===== config.mk =====
export PLATFORM = sky130hd
export DESIGN_NAME = turbosim_input_recorder
export DESIGN_NICKNAME = d
export VERILOG_FILES = /design/src/rtl/turbosim_input_recorder.sv
export SDC_FILE = /design/constraint.sdc
export NUM_CORES = 2
export LEC_CHECK = 0
export CAP_MARGIN = 10
export CELL_PAD_IN_SITES_DETAIL_PLACEMENT = 1
export CELL_PAD_IN_SITES_GLOBAL_PLACEMENT = 1
export CORE_MARGIN = 8
export CORE_UTILIZATION = 54
export DETAILED_ROUTE_END_ITERATION = 6
export PLACE_DENSITY = 0.86
export SETUP_SLACK_MARGIN = 0.2
export SYNTH_ARGS = -nofsm -noshare
export SYNTH_HDL_FRONTEND = slang
export SYNTH_SLANG_ARGS = --single-unit

===== constraint.sdc =====
create_clock -name clk -period 9 [get_ports clk]
set_clock_uncertainty 0.1 [all_clocks]
set_input_delay 1.8 -clock clk [delete_from_list [all_inputs] [get_ports clk]]
set_output_delay 1.8 -clock clk [all_outputs]
set_load 0.02 [all_outputs]

===== src/rtl/turbosim_input_recorder.sv =====
// Records input-net changes as 32-bit timestamped records and buffers them in a FIFO.
// On flush it drains the FIFO to turbosim, pulses go, then waits for the done handshake.
module turbosim_input_recorder #(
    parameter int unsigned NUM_NETS   = 16,
    parameter int unsigned BASE_INDEX = 0,
    parameter int unsigned DEPTH      = 64,
    parameter int unsigned ADDR_W     = 6,
    parameter int unsigned TIME_STEP  = 20000
) (
    input  logic                    clk,
    input  logic                    rst,
    input  logic                    capture_en,
    input  logic                    time_clr,
    input  logic [2*NUM_NETS-1:0]   in_val,
    input  logic                    flush,
    input  logic                    ds_full,
    output logic                    ds_wr,
    output logic [31:0]             ds_record,
    output logic                    ts_go,
    input  logic                    ts_done,
    output logic                    busy,
    output logic                    batch_done,
    output logic [ADDR_W:0]         fifo_count,
    output logic                    overflow,
    output logic [15:0]             drop_count,
    output logic [15:0]             coal_count
);
    localparam int unsigned IW = (NUM_NETS > 1) ? $clog2(NUM_NETS) : 1;
    localparam int unsigned CW = ADDR_W + 1;

    typedef enum logic [2:0] {
        S_IDLE,
        S_DRAIN,
        S_GO,
        S_WAIT_LOW,
        S_WAIT_HIGH
    } state_t;

    state_t                state_q, state_d;
    logic [2*NUM_NETS-1:0] snap_q;
    logic [NUM_NETS-1:0]   pend_q, pend_d;
    logic [NUM_NETS-1:0]   chg_c, coal_mask_c, push_bit_c;
    logic [1:0]            nval_q  [NUM_NETS];
    logic [15:0]           ntime_q [NUM_NETS];
    logic [15:0]           ts_q, ts_d;
    logic [31:0]           mem_q [DEPTH];
    logic [ADDR_W-1:0]     wr_ptr_q, rd_ptr_q;
    logic [CW-1:0]         count_q;
    logic                  push_req_c, push_ok_c, drop_c, pop_c;
    logic [IW-1:0]         push_idx_c;
    logic [31:0]           push_rec_c;
    logic [6:0]            coal_n_c;
    logic [16:0]           coal_sum_c;
    logic                  ds_wr_q, ts_go_q, ts_go_d, busy_q, batch_done_q, batch_done_d;
    logic                  overflow_q;
    logic [31:0]           ds_record_q;
    logic [15:0]           drop_q, coal_q;

    // Change detection, lowest-index-first scanner and coalesce accounting
    always_comb begin
        chg_c      = '0;
        push_req_c = 1'b0;
        push_idx_c = '0;
        coal_n_c   = '0;
        for (int i = 0; i < int'(NUM_NETS); i++) begin
            chg_c[i] = capture_en && (in_val[2*i +: 2] != snap_q[2*i +: 2]);
        end
        for (int i = int'(NUM_NETS) - 1; i >= 0; i--) begin
            if (pend_q[i]) begin
                push_req_c = 1'b1;
                push_idx_c = IW'(i);
            end
        end
        push_bit_c  = NUM_NETS'(push_req_c) << push_idx_c;
        // A net being pushed this cycle and changing again starts a fresh record
        coal_mask_c = chg_c & pend_q & ~push_bit_c;
        for (int i = 0; i < int'(NUM_NETS); i++) begin
            coal_n_c = coal_n_c + 7'(coal_mask_c[i]);
        end
        pend_d = (pend_q & ~push_bit_c) | chg_c;
    end

    // FIFO control and timestamp
    always_comb begin
        push_rec_c = {nval_q[push_idx_c], 14'(BASE_INDEX) + 14'(push_idx_c), ntime_q[push_idx_c]};
        pop_c      = (state_q == S_DRAIN) && (count_q != '0) && !ds_full;
        push_ok_c  = push_req_c && ((count_q != CW'(DEPTH)) || pop_c);
        drop_c     = push_req_c && !push_ok_c;
        ts_d       = time_clr ? 16'd0 : (capture_en ? ts_q + 16'(TIME_STEP) : ts_q);
        coal_sum_c = {1'b0, coal_q} + 17'(coal_n_c);
    end

    // Flush sequencer next-state
    always_comb begin
        state_d      = state_q;
        ts_go_d      = 1'b0;
        batch_done_d = 1'b0;
        case (state_q)
            S_IDLE:      if (flush) state_d = S_DRAIN;
            S_DRAIN: begin
                if ((count_q == '0) && (pend_q == '0)) begin
                    state_d = S_GO;
                    ts_go_d = 1'b1;
                end
            end
            S_GO:        state_d = S_WAIT_LOW;
            S_WAIT_LOW:  if (!ts_done) state_d = S_WAIT_HIGH;
            S_WAIT_HIGH: begin
                if (ts_done) begin
                    state_d      = S_IDLE;
                    batch_done_d = 1'b1;
                end
            end
            default:     state_d = S_IDLE;
        endcase
    end

    always_ff @(posedge clk) begin
        if (rst) begin
            state_q      <= S_IDLE;
            snap_q       <= '0;
            pend_q       <= '0;
            ts_q         <= '0;
            wr_ptr_q     <= '0;
            rd_ptr_q     <= '0;
            count_q      <= '0;
            ds_wr_q      <= 1'b0;
            ds_record_q  <= '0;
            ts_go_q      <= 1'b0;
            busy_q       <= 1'b0;
            batch_done_q <= 1'b0;
            overflow_q   <= 1'b0;
            drop_q       <= '0;
            coal_q       <= '0;
            for (int i = 0; i < int'(NUM_NETS); i++) begin
                nval_q[i]  <= '0;
                ntime_q[i] <= '0;
            end
        end else begin
            state_q      <= state_d;
            snap_q       <= in_val;
            pend_q       <= pend_d;
            ts_q         <= ts_d;
            ts_go_q      <= ts_go_d;
            busy_q       <= (state_d != S_IDLE);
            batch_done_q <= batch_done_d;
            ds_wr_q      <= pop_c;
            for (int i = 0; i < int'(NUM_NETS); i++) begin
                if (chg_c[i]) begin
                    nval_q[i]  <= in_val[2*i +: 2];
                    ntime_q[i] <= ts_q;
                end
            end
            if (pop_c) begin
                ds_record_q <= mem_q[rd_ptr_q];
                rd_ptr_q    <= rd_ptr_q + 1'b1;
            end
            if (push_ok_c) wr_ptr_q <= wr_ptr_q + 1'b1;
            count_q <= count_q + CW'(push_ok_c) - CW'(pop_c);
            if (drop_c) begin
                overflow_q <= 1'b1;
                if (drop_q != 16'hFFFF) drop_q <= drop_q + 16'd1;
            end
            coal_q <= coal_sum_c[16] ? 16'hFFFF : coal_sum_c[15:0];
        end
    end

    // Record storage needs no reset: pointers guard every read
    always_ff @(posedge clk) begin
        if (push_ok_c) mem_q[wr_ptr_q] <= push_rec_c;
    end

    assign ds_wr      = ds_wr_q;
    assign ds_record  = ds_record_q;
    assign ts_go      = ts_go_q;
    assign busy       = busy_q;
    assign batch_done = batch_done_q;
    assign fifo_count = count_q;
    assign overflow   = overflow_q;
    assign drop_count = drop_q;
    assign coal_count = coal_q;

endmodule

==> flow_metrics.tcl <==
set metrics [dict create \
    dpl_cell_area_um2 59500 \
    startpoint "capture_en" \
    synthesis.area_um2 56700 \
    cp_top_family "adder cells" \
    via_per_inst 6.59 \
    synth_seq_area_share_pct 73.4 \
    grt_pass1_wl_um 238000 \
    reg2reg_to "coal_count[15]" \
    cts_resized 0 \
    cpMaxStageDelayCell "clkdlybuf4s50_1" \
    worstMarginPinSlew_ns 1.30 \
    cts_tree "yes" \
    yosys_warnings 0 \
    gr-total-overflow 0 \
    slew_headroom_pct 13.3 \
    ys.flop_type "edfxtp_1" \
    clk_pin_slew_ns 0.06 \
    chipHeight_um 340 \
    path_buf_inv 4 \
    vdd_drop_max_mv 0.197 \
    clk_latency_ns 0.79 \
    ys_ff_latch 1431 \
    mostFrequentLayoutCells "1296 x edfxtp_1, 289 x mux4_2, 281 x nor2_1" \
    rows 119 \
    clock-sinks 1431 \
    fmax_mhz 131 \
    finalSetupViolations 0 \
    cp_num_cells 18 \
    dr.pass1.iters 6 \
    post_cts_buffers 0 \
    endpoint_kind "flip-flop" \
    fillCellCount 8836 \
    start_util_pct 54.2 \
    drt_iter0_drc 4019 \
    dieArea_um2 116000 \
    timing.rr.start "pend_q[3]" \
    p_leak_nw 21.1 \
    min_period_over_period_pct 85.0 \
    cts_root_buf "clkbuf_16" \
    max_stage_delay_ns 0.88 \
    drt-wirelength-per-cell_um 34.1 \
    slew_viol_final 0 \
    h-tree-depth 4 \
    wl_um 164000 \
    drc 0 \
    synth-edff-count 1296 \
    crit_end "coal_count[15]" \
    cp_max_fo 12 \
    fin_crit_ns 7.65 \
    avgSynthCellArea_um2 18.3 \
    syn_inst 3106 \
    final.setup.tns_ns 0 \
    worstPathCellList "clkdlybuf4s50_1 > o21ai_0 > or2_2 > fa_1 > inv_1 > fa_1 > inv_1 > fa_1 > inv_1 > fa_1 > fa_1 > fa_1 > a21o_1 > a21oi_1 > o21bai_1 > and3_1 > or4_1 > o211a_1" \
    antenna_found_initial 5 \
    die_w_um 340 \
    cts_buffer_depth 3 \
    grt_start_max_net_pins 143 \
    portBuffers 99 \
    power.density_nw_per_um2 260 \
    reg2reg_depth 21 \
    hold_buffers 0 \
    grt_util_all_layers_pct 28.0 \
    crit_top_cell "fa_1" \
    vias 31614 \
    crit_required_ns 9.56 \
    fin_nets 3360 \
    detail-route-antenna-nets 0 \
    finalHoldViolations 0 \
    cts_buffers 144 \
    routabilityCongestion 0.860 \
    maxCapViolCount 0 \
    ff2ff_setup_slack_ns 1.61 \
    drive_gt1_share_pct 19.9 \
    path_class "input port to flip-flop" \
    finalNonFillerCells 4800 \
    mostFrequentLayoutCell "edfxtp_1" \
    dp.cells 4530 \
    fin_area_um2 64400 \
    start_kind "input port" \
    grt_setup_unrepaired "false" \
    status "finished clean" \
    num_io_pins 115 \
    synthArstFlopShare_pct 0 \
    yosysUniqueCellTypes 74 \
    area_delta_synth_final_pct 13.6 \
    cp_data_arrival_time_ns 8.21 \
    hp-class "flip-flop to flip-flop" \
    core_area_um2 105000 \
    grt_pass1_vias 34036 \
    dpl.hpwl_um 88300 \
]
[power by group]
group          leakage [nW]  internal [W]  switching, W
logic                  5.50      0.000700       0.00164
registers              13.2       0.00803      0.000140
clock network          2.35       0.00353       0.00274
[final cells by class]
class | count | area (µm²) | share of cell area, %
antenna | 1 | 2.50 | 0.00388
clock buffer | 169 | 3730 | 5.78
clock inverter | 98 | 1120 | 1.75
inverter | 52 | 205 | 0.318
multi-input combinational | 1447 | 14100 | 21.9
sequential | 1431 | 41600 | 64.6
tap | 1391 | 1740 | 2.70
timing repair buffer | 211 | 1870 | 2.90
[tightest hold or removal path: cells and delay by family (launching register included)]
family           cells  cell delay, ns
AND/OR/NAND/NOR      2            0.10
flip-flops           1            0.33
[kinds of logic after synthesis]
group	share of synthesized area, %
mux	13.7
buf+inv	1.87
other cells	0.00661
compound gates	3.43
flops	73.4
simple gates	5.53
xor+xnor	1.13
fa+ha+maj	0.922
[how the worst min path moves through the flow]
stage / slack [ns] / start / endpoint / cells after the start
after detailed placement: 0.35 / ds_record[15] / ds_record[15] / 2
after global placement: 0.35 / ds_record[15] / ds_record[15] / 2
after floorplan: 0.38 / ts_q[15] / ts_q[15] / 2
after global routing: 0.39 / ds_record[19] / ds_record[19] / 2
after CTS: 0.36 / ds_record[15] / ds_record[15] / 2
final: 0.36 / ds_record[15] / ds_record[15] / 2
[metrics by stage]
step / power [W] / setup slack (ns) / hold slack [ns] / util (%)
detailed placement: 0.0105 / 0.703 / 0.345 / 56.9
global route: 0.0171 / 1.17 / 0.390 / 61.6
finish: 0.0168 / 1.35 / 0.362 / 61.6
CTS: 0.0168 / 1.14 / 0.359 / 61.5
floorplan: 0.00960 / 1.75 / 0.380 / -
global placement: 0.0103 / 0.810 / 0.352 / 56.9
[per-layer routing]
layer / global-route usage (%) / wire length, µm
met1: 35.1 / 58100
met2: 46.6 / 81300
met3: 6.70 / 16300
met4: 12.3 / 7970
met5: 0 / 63
[flip-flops by register name, summed over array words and instances, names as in the netlist, 6 cells and up]
signal,count
ntime_q,176
nval_q,32
snap_q,32
drop_count,16
pend_q,16
ds_record,17
fifo_count,7
wr_ptr_q,6
ts_q,11
coal_count,16
mem_q,1088
rd_ptr_q,6
[synthesized netlist by cell type, types with 9 or more instances]
master    number  area share (%)
edfxtp_1    1296              69
o21ai_0       18            0.16
a21oi_1       60            0.53
a211oi_1      21            0.28
a221o_1       17            0.30
a22oi_1       39            0.52
nor2_1       283             1.9
and4_1        14            0.22
a22o_1        17            0.26
nand2_1      106            0.70
dfxtp_1      135             4.8
buf_4         19            0.25
fa_1          13            0.46
or2_2          9           0.099
nor2b_1       73            0.81
clkbuf_1      99            0.66
buf_1         27            0.18
xor2_1        61            0.94
a32oi_1       32            0.49
nor3_1        13            0.11
o21ai_1        9           0.079
xnor2_1       12            0.19
buf_2         44            0.39
mux2i_1      127             2.2
nand2b_1      29            0.32
inv_1         49            0.32
nand4_1       15            0.17
mux4_2       289              11
o31ai_1       31            0.41
ha_1          21            0.46
nand3_1       31            0.27
No activity file was read; power rests on OpenSTA's default activity.
